File: src/rtl/alu_mem_pkg.sv
// Shared widths and FSM encoding for the memory-to-memory ALU sequencer.
package alu_mem_pkg;

  localparam int DEF_ADDR_W = 9;
  localparam int DEF_DATA_W = 8;
  localparam int DEF_OP_W   = 4;

  typedef enum logic [2:0] {
    IDLE  = 3'd0,
    RD_A  = 3'd1,
    RD_B  = 3'd2,
    CAP_B = 3'd3,
    EXEC  = 3'd4,
    WR    = 3'd5,
    DONE  = 3'd6
  } state_t;

endpackage

File: src/rtl/alu_mem_sequencer.sv
// Runs mem[dst] = ALU(mem[src_a], mem[src_b], op) as a fixed 6-cycle walk
// through read A, read B, capture, execute, write and done.
module alu_mem_sequencer
  import alu_mem_pkg::*;
#(
  parameter int ADDR_W = DEF_ADDR_W,
  parameter int DATA_W = DEF_DATA_W,
  parameter int OP_W   = DEF_OP_W
) (
  input  logic              clk,
  input  logic              rst_n,
  input  logic              start,
  input  logic [ADDR_W-1:0] src_a,
  input  logic [ADDR_W-1:0] src_b,
  input  logic [ADDR_W-1:0] dst,
  input  logic [OP_W-1:0]   op,
  output logic              busy,
  output logic              done,
  output logic [DATA_W-1:0] result,
  output logic [ADDR_W-1:0] mem_address,
  output logic [DATA_W-1:0] mem_data_in,
  output logic              mem_WE,
  output logic              mem_RE,
  output logic              mem_Enable,
  input  logic [DATA_W-1:0] mem_data_out,
  output logic [DATA_W-1:0] alu_ain,
  output logic [DATA_W-1:0] alu_bin,
  output logic [OP_W-1:0]   alu_ctrl,
  input  logic [DATA_W-1:0] alu_aluout
);

  state_t            state, state_nx;
  logic [ADDR_W-1:0] src_a_r, src_b_r, dst_r;
  logic [OP_W-1:0]   op_r;
  logic [DATA_W-1:0] opa_r, opb_r;

  always_ff @(posedge clk or negedge rst_n) begin
    if (!rst_n) begin
      state   <= IDLE;
      src_a_r <= '0;
      src_b_r <= '0;
      dst_r   <= '0;
      op_r    <= '0;
      opa_r   <= '0;
      opb_r   <= '0;
      result  <= '0;
    end else begin
      state <= state_nx;
      case (state)
        IDLE: if (start) begin
          src_a_r <= src_a;
          src_b_r <= src_b;
          dst_r   <= dst;
          op_r    <= op;
        end
        // MEM data lags its read strobe by one cycle, so A lands during RD_B
        RD_B:  opa_r  <= mem_data_out;
        CAP_B: opb_r  <= mem_data_out;
        EXEC:  result <= alu_aluout;
        default: ;
      endcase
    end
  end

  // Strobes decode purely from registered state so reset drops them at once
  always_comb begin
    state_nx    = state;
    mem_address = '0;
    mem_RE      = 1'b0;
    mem_WE      = 1'b0;
    case (state)
      IDLE:  if (start) state_nx = RD_A;
      RD_A:  begin mem_address = src_a_r; mem_RE = 1'b1; state_nx = RD_B; end
      RD_B:  begin mem_address = src_b_r; mem_RE = 1'b1; state_nx = CAP_B; end
      CAP_B: state_nx = EXEC;
      EXEC:  state_nx = WR;
      WR:    begin mem_address = dst_r; mem_WE = 1'b1; state_nx = DONE; end
      DONE:  state_nx = IDLE;
      default: state_nx = IDLE;
    endcase
  end

  assign mem_Enable  = mem_RE | mem_WE;
  assign mem_data_in = result;
  assign busy        = (state != IDLE);
  assign done        = (state == DONE);
  assign alu_ain     = opa_r;
  assign alu_bin     = opb_r;
  assign alu_ctrl    = op_r;

endmodule

File: config.mk
export PLATFORM = sky130hd
export DESIGN_NAME = alu_mem_sequencer
export DESIGN_NICKNAME = d
export VERILOG_FILES = /design/src/rtl/alu_mem_pkg.sv /design/src/rtl/alu_mem_sequencer.sv
export SDC_FILE = /design/constraint.sdc
export NUM_CORES = 1
export LEC_CHECK = 0
export ABC_CLOCK_PERIOD_IN_PS = 3900
export CAP_MARGIN = 5
export CELL_PAD_IN_SITES_DETAIL_PLACEMENT = 2
export CELL_PAD_IN_SITES_GLOBAL_PLACEMENT = 2
export CORE_ASPECT_RATIO = 0.75
export CORE_MARGIN = 4
export CORE_UTILIZATION = 30
export DETAILED_ROUTE_END_ITERATION = 7
export PLACE_DENSITY_LB_ADDON = 0.1
export SLEW_MARGIN = 20
export SYNTH_ARGS = -nofsm -noshare
export SYNTH_HDL_FRONTEND = slang
export SYNTH_SLANG_ARGS = --single-unit
File: constraint.sdc
create_clock -name clk -period 3.9 [get_ports clk]
set_input_delay 0.78 -clock clk [delete_from_list [all_inputs] [get_ports clk]]
set_output_delay 0.78 -clock clk [all_outputs]
set_load 0.05 [all_outputs]
==> results of run 1 <==
-- synthesized netlist by cell type (all sizes together), types with 2 or more instances --
cell      n  area (sq um)
nor3b     2         37.54
mux2i     9         90.09
nand2b    2         12.51
dfrtp    58          1451
mux2     55         619.3
nor2      2         7.510
o2bb2ai   9         78.83
o21ai     3         15.01
buf      16         140.1
-- worst max-delay path, stage by stage (launching register included) --
cell             delay, ns
dfrtp_1               0.57
nor3b_4               0.55
o2bb2ai_1             0.22
clkdlybuf4s50_1       0.85
-- placed cells by master, fill, tap and decap left out, drive strengths merged, types with 2 or more instances in the layout --
master and instances:
buf 6, o2bb2ai 9, nor2 2, clkbuf 13
dfrtp 58, o21ai 3, clkdlybuf4s50 98, nor3b 2
mux2i 9, nand2b 2, mux2 55
-- final timing paths --
| check | start | to | slack [ns] | cells past startpoint |
|---|---|---|---|---|
| setup / recovery | state[1] | mem_address[3] | 0.59 | 3 |
| hold / removal | src_a_r[2] | src_a_r[2] | 0.48 | 1 |
| setup reg to reg | state[2] | src_a_r[7] | 1.75 | 4 |
| hold reg to reg | src_a_r[2] | src_a_r[2] | 0.48 | 1 |
| max in group asynchronous | rst_n | state[0] | 2.51 | 2 |
| min in group asynchronous | rst_n | alu_ain[3] | 0.60 | 1 |
-- final cells by class --
cell class / count / share of cell area
well taps: 105 / 0.03519
flip-flops and latches: 58 / 0.3887
repair buffers: 104 / 0.2741
multi-input cells: 88 / 0.2463
clock buffers: 13 / 0.04524
inverters: 1 / 0.001005
clock inverters: 2 / 0.009383
-- logic make-up (layout without fill, tap and decap cells) --
kind of cell	count (synthesis)	after routing
flops	58	58
mux	64	64
buf+inv	18	120
compound gates	14	14
simple gates	10	10
-- flip-flops by register name (all words and copies together) (netlist names) --
name / cells
state: 3
mem_data_in: 8
src_a_r: 9
alu_ain: 8
dst_r: 9
src_b_r: 9
alu_ctrl: 4
alu_bin: 8
-- metrics by stage --
| stage | hold slack [ns] | std cells |
|---|---|---|
| after global routing | 0.5075 | 371 |
| after global placement | 0.4686 | 356 |
| after detailed placement | 0.4761 | 356 |
| after CTS | 0.4917 | 371 |
| final | 0.4845 | 371 |
| after floorplan | 0.4574 | 164 |
-- per-layer routing --
layer / vias to the layer above / GRT usage
li1: 774 / -
met1: 843 / 0.1687
met2: 58 / 0.1983
met3: 10 / 0.07014
met4: 0 / 0.04531
met5: - / 0
==> results.sh, run 1 <==
export IMPL_critical_path_max_fanout=10
export IMPL_wl_per_cell_um=16.67
export IMPL_worstHoldPathType="flip-flop to flip-flop"
export IMPL_vias_per_cell=4.542
export IMPL_yosys_most_used_dff="dfrtp_1"
export IMPL_finalSetupViolCount=0
export IMPL_syn_num_nets=214
export IMPL_cts_root_buf="clkbuf_8"
export IMPL_post_cts_setup_buffers=0
export IMPL_synth_distinct_cells=20
export IMPL_drt_iter0_drc=28
export IMPL_multi_input_area_sq_um=919.6
export IMPL_dr_total_vias=1685
export IMPL_route_met3_wl_um=573
export IMPL_drt_met1_wl_um=2805
export IMPL_async_flop_share=1.000
export IMPL_grt_pass1_wl_um=10030
export IMPL_grt_max_degree=43
export IMPL_period_needed_ns=3.306
export IMPL_top_layer_used="met4"
export IMPL_cts_resized=0
export IMPL_cts_max_level=3
export IMPL_io_pins=100
export IMPL_synthCells=164
export IMPL_synth_warnings=0
export IMPL_fill_cells=782
export IMPL_yosys_area_share_adder=0
export IMPL_path_clk_slew_ns=0.06
export IMPL_end_kind="output port"
export IMPL_yosysSeqAreaShare=0.5763
export IMPL_drv_cap=0
export IMPL_fin_setup_tns_ns=0
export IMPL_first_pass_iters=2
export IMPL_syn_area_per_cell_sq_um=15.36
export IMPL_cts_buffers=9
export IMPL_synthMuxAreaShare=0.2817
export IMPL_clock_latency_ns=0.33
export IMPL_post_place_ws_ns=0.9359
export IMPL_worst_ep_required_time_ns=3.12
export IMPL_area_growth_pct=48.24
export IMPL_arrival_ns=2.53
export IMPL_synth_seq_cells=58
export IMPL_final_net_count=312
export IMPL_gp_congestion=0.6733
export IMPL_ant_nets=0
export IMPL_antenna_found_initial=0
export IMPL_core_sq_mm=0.008023
export IMPL_syn_area_sq_mm=0.002519
export IMPL_tightest_slew_ns=0.9532
export IMPL_maxSlewViolCount=0
export IMPL_ff_latch_area_sq_mm=0.001451
export IMPL_yosys_area_share_xor_xnor=0
export IMPL_fin_area_sq_mm=0.003734
export IMPL_utilization=0.4654
export IMPL_grt_pass1_vias=1860
export IMPL_die_x_um=113.8
export IMPL_startpoint_type="flip-flop"
export IMPL_synth_compound_area_frac=0.04223
export IMPL_synth_edf_count=0
export IMPL_drcViolationCount=0
export IMPL_fmax_mhz=302.5
export IMPL_rsz0062_at_grt="false"
export IMPL_hold_violations=0
export IMPL_holdBufCountCts=0
export IMPL_finalWorstSetupSlack_ns=0.5942
export IMPL_io_buffers=99
export IMPL_skew_ns=0.009753
export IMPL_synth_top_family_by_area="multiplexers"
export IMPL_postRouteWirelength_um=6184
export IMPL_clk_path_buf_depth=2
export IMPL_placed_area_sq_mm=0.003530
export IMPL_start_util=0.3139
export IMPL_drive_gt1_frac=0.2895
export IMPL_maxSlewHeadroom=0.3645
export IMPL_globalRouteTotalUtil=0.1340
export IMPL_die_area_sq_mm=0.009940
export IMPL_period_share=0.8476
export IMPL_cts_sinks=58
export IMPL_status="finished clean"
export IMPL_fp_row_count=28
export IMPL_antenna_cells=0
export IMPL_globalRoute_totalOverflow=0
export IMPL_path_class="flip-flop to output port"
export IMPL_dp_hpwl_um=4571
export IMPL_synth_simple_area_share=0.04123
export IMPL_fp_dieH_um=87.35
export IMPL_met2WireLength_um=2732
export IMPL_cts_tree="yes"
Power of run 1 is left out: the tool's default activity adds up to more than one toggle a clock period on the data nets, which glitch-free logic cannot reach.
==> run 2, diff against run 1 <==
--- a/config.mk
+++ b/config.mk
@@ -5,13 +5,13 @@
 export SDC_FILE = /design/constraint.sdc
 export NUM_CORES = 1
 export LEC_CHECK = 0
-export ABC_CLOCK_PERIOD_IN_PS = 3900
+export ABC_CLOCK_PERIOD_IN_PS = 3300
 export CAP_MARGIN = 5
 export CELL_PAD_IN_SITES_DETAIL_PLACEMENT = 2
 export CELL_PAD_IN_SITES_GLOBAL_PLACEMENT = 2
 export CORE_ASPECT_RATIO = 0.75
 export CORE_MARGIN = 4
-export CORE_UTILIZATION = 30
+export CORE_UTILIZATION = 28
 export DETAILED_ROUTE_END_ITERATION = 7
 export PLACE_DENSITY_LB_ADDON = 0.1
 export SLEW_MARGIN = 20
==> constraint.sdc (replaced) <==
create_clock -name clk -period 3.3 [get_ports clk]
set_input_delay 0.66 -clock clk [delete_from_list [all_inputs] [get_ports clk]]
set_output_delay 0.66 -clock clk [all_outputs]
set_load 0.05 [all_outputs]
==> results.sh, run 2 (synthesis gave the netlist of run 1 again) <==
export IMPL_final_net_count=313
export IMPL_arrival_ns=2.10
export IMPL_gp_congestion=0.7115
export IMPL_core_sq_mm=0.008600
export IMPL_rsz0062_at_grt="false"
export IMPL_startpoint_type="flip-flop"
export IMPL_period_share=0.8375
export IMPL_path_class="flip-flop to output port"
export IMPL_r2r_slack_ns=1.35
export IMPL_status="finished clean"
export IMPL_globalRouteTotalUtil=0.1366
export IMPL_drive_gt1_frac=0.3221
export IMPL_cts_tree="yes"
export IMPL_vias_per_cell=4.547
export IMPL_r2r_cells=4
export IMPL_crit_chain="nand2b_1, o21ai_0, clkdlybuf4s50_1"
export IMPL_cts_root_buf="clkbuf_16"
export IMPL_globalRoute_totalOverflow=0
export IMPL_antenna_found_initial=0
export IMPL_critical_path_max_fanout=8
export IMPL_io_pins=100
export IMPL_drcViolationCount=0
export IMPL_drv_cap=0
export IMPL_start_util=0.2929
export IMPL_fp_row_count=29
export IMPL_rr_endpoint="alu_ain[2]"
export IMPL_fmax_mhz=361.8
export IMPL_drt_iter0_drc=39
export IMPL_worstReg2RegStart="state[2]"
export IMPL_grt_pass1_wl_um=11450
export IMPL_grt_pass1_vias=2069
export IMPL_clk_path_buf_depth=2
export IMPL_post_cts_setup_buffers=0
export IMPL_first_pass_iters=3
export IMPL_clock_latency_ns=0.31
export IMPL_holdBufCountCts=0
export IMPL_io_buffers=99
export IMPL_finalSetupViolCount=0
export IMPL_cts_buffers=9
export IMPL_path_clk_slew_ns=0.05
export IMPL_die_area_sq_mm=0.01059
export IMPL_ant_nets=0
export IMPL_largestRegisters="dst_r: 9 flops, src_a_r: 9 flops, src_b_r: 9 flops"
export IMPL_cp_slowest_cell="clkdlybuf4s50_1"
export IMPL_maxSlewViolCount=0
export IMPL_die_x_um=117.5
export IMPL_area_growth_pct=55.54
export IMPL_tightest_slew_ns=0.5583
export IMPL_cts_max_level=3
export IMPL_postRouteWirelength_um=6835
export IMPL_period_needed_ns=2.764
export IMPL_cts_sinks=58
export IMPL_final_common_cell="clkdlybuf4s50_1"
export IMPL_skew_ns=0.007135
export IMPL_max_stage_delay_ns=0.83
export IMPL_fp_dieH_um=90.14
export IMPL_maxSlewHeadroom=0.6274
export IMPL_cts_resized=0
export IMPL_dp_hpwl_um=4980
export IMPL_hold_violations=0
export IMPL_end_kind="output port"
export IMPL_antenna_cells=0
export IMPL_grt_max_degree=32
export IMPL_worstHoldPathType="primary input to asynchronous set/reset pin"
export IMPL_wl_per_cell_um=18.23
export IMPL_final_cell_mix="clkdlybuf4s50_1, dfrtp_1, mux2_2"
export IMPL_worst_ep_required_time_ns=2.64
export IMPL_fin_setup_tns_ns=0
export IMPL_dr_total_vias=1705
[run 2: area by class of cell]
type	instances	area (sq um)
clock inverters	3	40.04
flip-flops and latches	58	1451
repair buffers	105	1121
inverters	1	3.754
fillers	871	4682
well taps	108	135.1
clock buffers	12	246.5
multi-input cells	88	919.6
[run 2: metal layers]
metal  wire length, um  vias to the layer above  track usage  part of all wire
li1                  -                      777            -                 -
met1              2957                      863       0.1689              0.43
met2              3263                       58       0.2163              0.48
met3               520                        7      0.05897             0.076
met4                93                        0      0.04293             0.014
met5                 0                        -            0                 0
[run 2: worst max path at each step]
stage,start,endpoint,slack (ns),depth (start not counted)
CTS,state[0],mem_Enable,0.50,3
global route,state[0],mem_RE,0.41,3
floorplan,state[2],mem_Enable,0.79,3
global placement,state[0],mem_Enable,0.86,3
finish,state[0],mem_Enable,0.54,3
detailed placement,state[0],mem_Enable,0.85,3
[run 2: critical path: cells and delay by family (launching register included)]
| kind | cells | cell delay, ns |
|---|---|---|
| compound gates | 1 | 0.18 |
| simple gates | 1 | 0.26 |
| flops | 1 | 0.52 |
| buf+inv | 1 | 0.83 |
[run 2: stage by stage]
stage / hold WS (ns) / cell area [sq um] / util / cells / setup slack (ns)
after floorplan: 0.3644 / 2519 / - / 164 / 0.7936
after global placement: 0.4696 / 3631 / 0.4222 / 360 / 0.8581
after detailed placement: 0.4844 / 3631 / 0.4222 / 360 / 0.8520
after CTS: 0.2783 / 3918 / 0.4556 / 375 / 0.5034
after global routing: 0.2939 / 3918 / 0.4556 / 375 / 0.4113
final: 0.2748 / 3918 / 0.4556 / 375 / 0.5362
Power of run 2 is left out for the same reason.
==> run 3, diff against run 2 <==
--- a/config.mk
+++ b/config.mk
@@ -5,13 +5,13 @@
 export SDC_FILE = /design/constraint.sdc
 export NUM_CORES = 1
 export LEC_CHECK = 0
-export ABC_CLOCK_PERIOD_IN_PS = 3300
+export ABC_CLOCK_PERIOD_IN_PS = 2480
 export CAP_MARGIN = 5
 export CELL_PAD_IN_SITES_DETAIL_PLACEMENT = 2
 export CELL_PAD_IN_SITES_GLOBAL_PLACEMENT = 2
 export CORE_ASPECT_RATIO = 0.75
 export CORE_MARGIN = 4
-export CORE_UTILIZATION = 28
+export CORE_UTILIZATION = 25
 export DETAILED_ROUTE_END_ITERATION = 7
 export PLACE_DENSITY_LB_ADDON = 0.1
 export SLEW_MARGIN = 20
==> constraint.sdc (replaced) <==
create_clock -name clk -period 2.48 [get_ports clk]
set_input_delay 0.496 -clock clk [delete_from_list [all_inputs] [get_ports clk]]
set_output_delay 0.496 -clock clk [all_outputs]
set_load 0.05 [all_outputs]
==> results.sh, run 3 (synthesis gave the netlist of run 1 again) <==
export IMPL_post_cts_setup_buffers=0
export IMPL_antenna_cells=0
export IMPL_area_growth_pct=60.66
export IMPL_fmax_mhz=458.9
export IMPL_ff_latch_area_sq_mm=0.001451
export IMPL_tightest_slew_ns=0.5144
export IMPL_rsz0062_at_grt="false"
export IMPL_largestRegisters="dst_r: 9 flops, src_a_r: 9 flops, src_b_r: 9 flops"
export IMPL_ant_nets=0
export IMPL_multi_input_area_sq_um=919.6
export IMPL_skew_ns=0.005134
export IMPL_maxSlewHeadroom=0.6560
export IMPL_worst_ep_required_time_ns=1.98
export IMPL_drt_iter0_drc=46
export IMPL_r2r_slack_ns=0.77
export IMPL_maxSlewViolCount=0
export IMPL_io_pins=100
export IMPL_worstHoldPathType="primary input to asynchronous set/reset pin"
export IMPL_cts_sinks=58
export IMPL_startpoint_type="flip-flop"
export IMPL_dp_hpwl_um=4990
export IMPL_path_clk_slew_ns=0.05
export IMPL_cts_max_level=3
export IMPL_core_sq_mm=0.009736
export IMPL_final_net_count=317
export IMPL_rr_endpoint="dst_r[8]"
export IMPL_arrival_ns=1.68
export IMPL_path_class="flip-flop to output port"
export IMPL_drcViolationCount=0
export IMPL_grt_max_degree=32
export IMPL_globalRouteTotalUtil=0.1257
export IMPL_clock_latency_ns=0.32
export IMPL_clk_path_buf_depth=2
export IMPL_period_share=0.8788
export IMPL_worstReg2RegStart="state[2]"
export IMPL_final_common_cell="clkdlybuf4s50_1"
export IMPL_hold_violations=0
export IMPL_dr_total_vias=1748
export IMPL_vias_per_cell=4.337
export IMPL_first_pass_iters=4
export IMPL_period_needed_ns=2.179
export IMPL_drive_gt1_frac=0.3542
export IMPL_cts_root_buf="clkbuf_16"
export IMPL_status="finished clean"
export IMPL_final_cell_mix="clkdlybuf4s50_1, dfrtp_1, mux2_2"
export IMPL_postRouteWirelength_um=6812
export IMPL_die_area_sq_mm=0.01176
export IMPL_wl_per_cell_um=16.90
export IMPL_fp_dieH_um=94.93
export IMPL_fill_cells=980
export IMPL_grt_pass1_vias=2036
export IMPL_cts_resized=0
export IMPL_cts_buffers=9
export IMPL_io_buffers=99
export IMPL_antenna_found_initial=0
export IMPL_fin_setup_tns_ns=0
export IMPL_fp_row_count=31
export IMPL_end_kind="output port"
export IMPL_critical_path_max_fanout=8
export IMPL_holdBufCountCts=0
export IMPL_grt_pass1_wl_um=11030
export IMPL_gp_congestion=0.6870
export IMPL_drv_cap=0
export IMPL_r2r_cells=4
export IMPL_cts_tree="yes"
export IMPL_finalSetupViolCount=0
export IMPL_die_x_um=123.9
export IMPL_start_util=0.2587
export IMPL_globalRoute_totalOverflow=0
-- run 3: cell types whose count changed in the layout (fill, tap and decap cells not counted) --
cell             before  now
buf_4                 6   10
buf_12                9   14
clkdlybuf4s50_1      89   84
clkinv_2              2    1
clkbuf_8              1    3
clkbuf_1              2    1
-- run 3: layer usage --
| layer | vias up | track usage | share of wire |
|---|---|---|---|
| met5 | - | 0 | 0 |
| met4 | 0 | 0.05105 | 0.019 |
| met3 | 10 | 0.05269 | 0.068 |
| met2 | 53 | 0.1975 | 0.48 |
| met1 | 896 | 0.1525 | 0.43 |
| li1 | 789 | - | - |
-- run 3: final cells by class --
cell class	instances	area share
clock buffers	13	0.06679
clock inverters	2	0.008658
inverters	1	0.0009276
multi-input cells	88	0.2273
flip-flops and latches	58	0.3587
well taps	132	0.04082
repair buffers	109	0.2968
-- run 3: worst max-delay path by stage --
stage / from / end / slack (ns) / cells after the start
finish: state[1] / mem_address[5] / 0.30 / 4
global route: state[1] / mem_address[6] / 0.21 / 4
CTS: state[1] / mem_address[5] / 0.27 / 4
detailed placement: start / dst_r[8] / 0.49 / 4
global placement: start / alu_ctrl[0] / 0.52 / 4
floorplan: state[2] / mem_Enable / 0.14 / 3
-- run 3: critical path: stages, from the launching register on --
cell       delay (ns)
dfrtp_1          0.40
nand2b_1         0.26
buf_4            0.23
o2bb2ai_1        0.29
buf_12           0.18
-- run 3: per-stage QoR --
stage	instance area [sq um]	setup WS (ns)	instances	utilization	hold WS [ns]
after CTS	4046	0.2710	403	0.4156	0.1378
after detailed placement	3741	0.4888	388	0.3843	0.4814
after global routing	4046	0.2076	403	0.4156	0.1552
after floorplan	2519	0.1376	164	-	0.2004
after global placement	3741	0.5171	388	0.3843	0.4685
final	4046	0.3007	403	0.4156	0.1365
Power of run 3 is left out for the same reason.
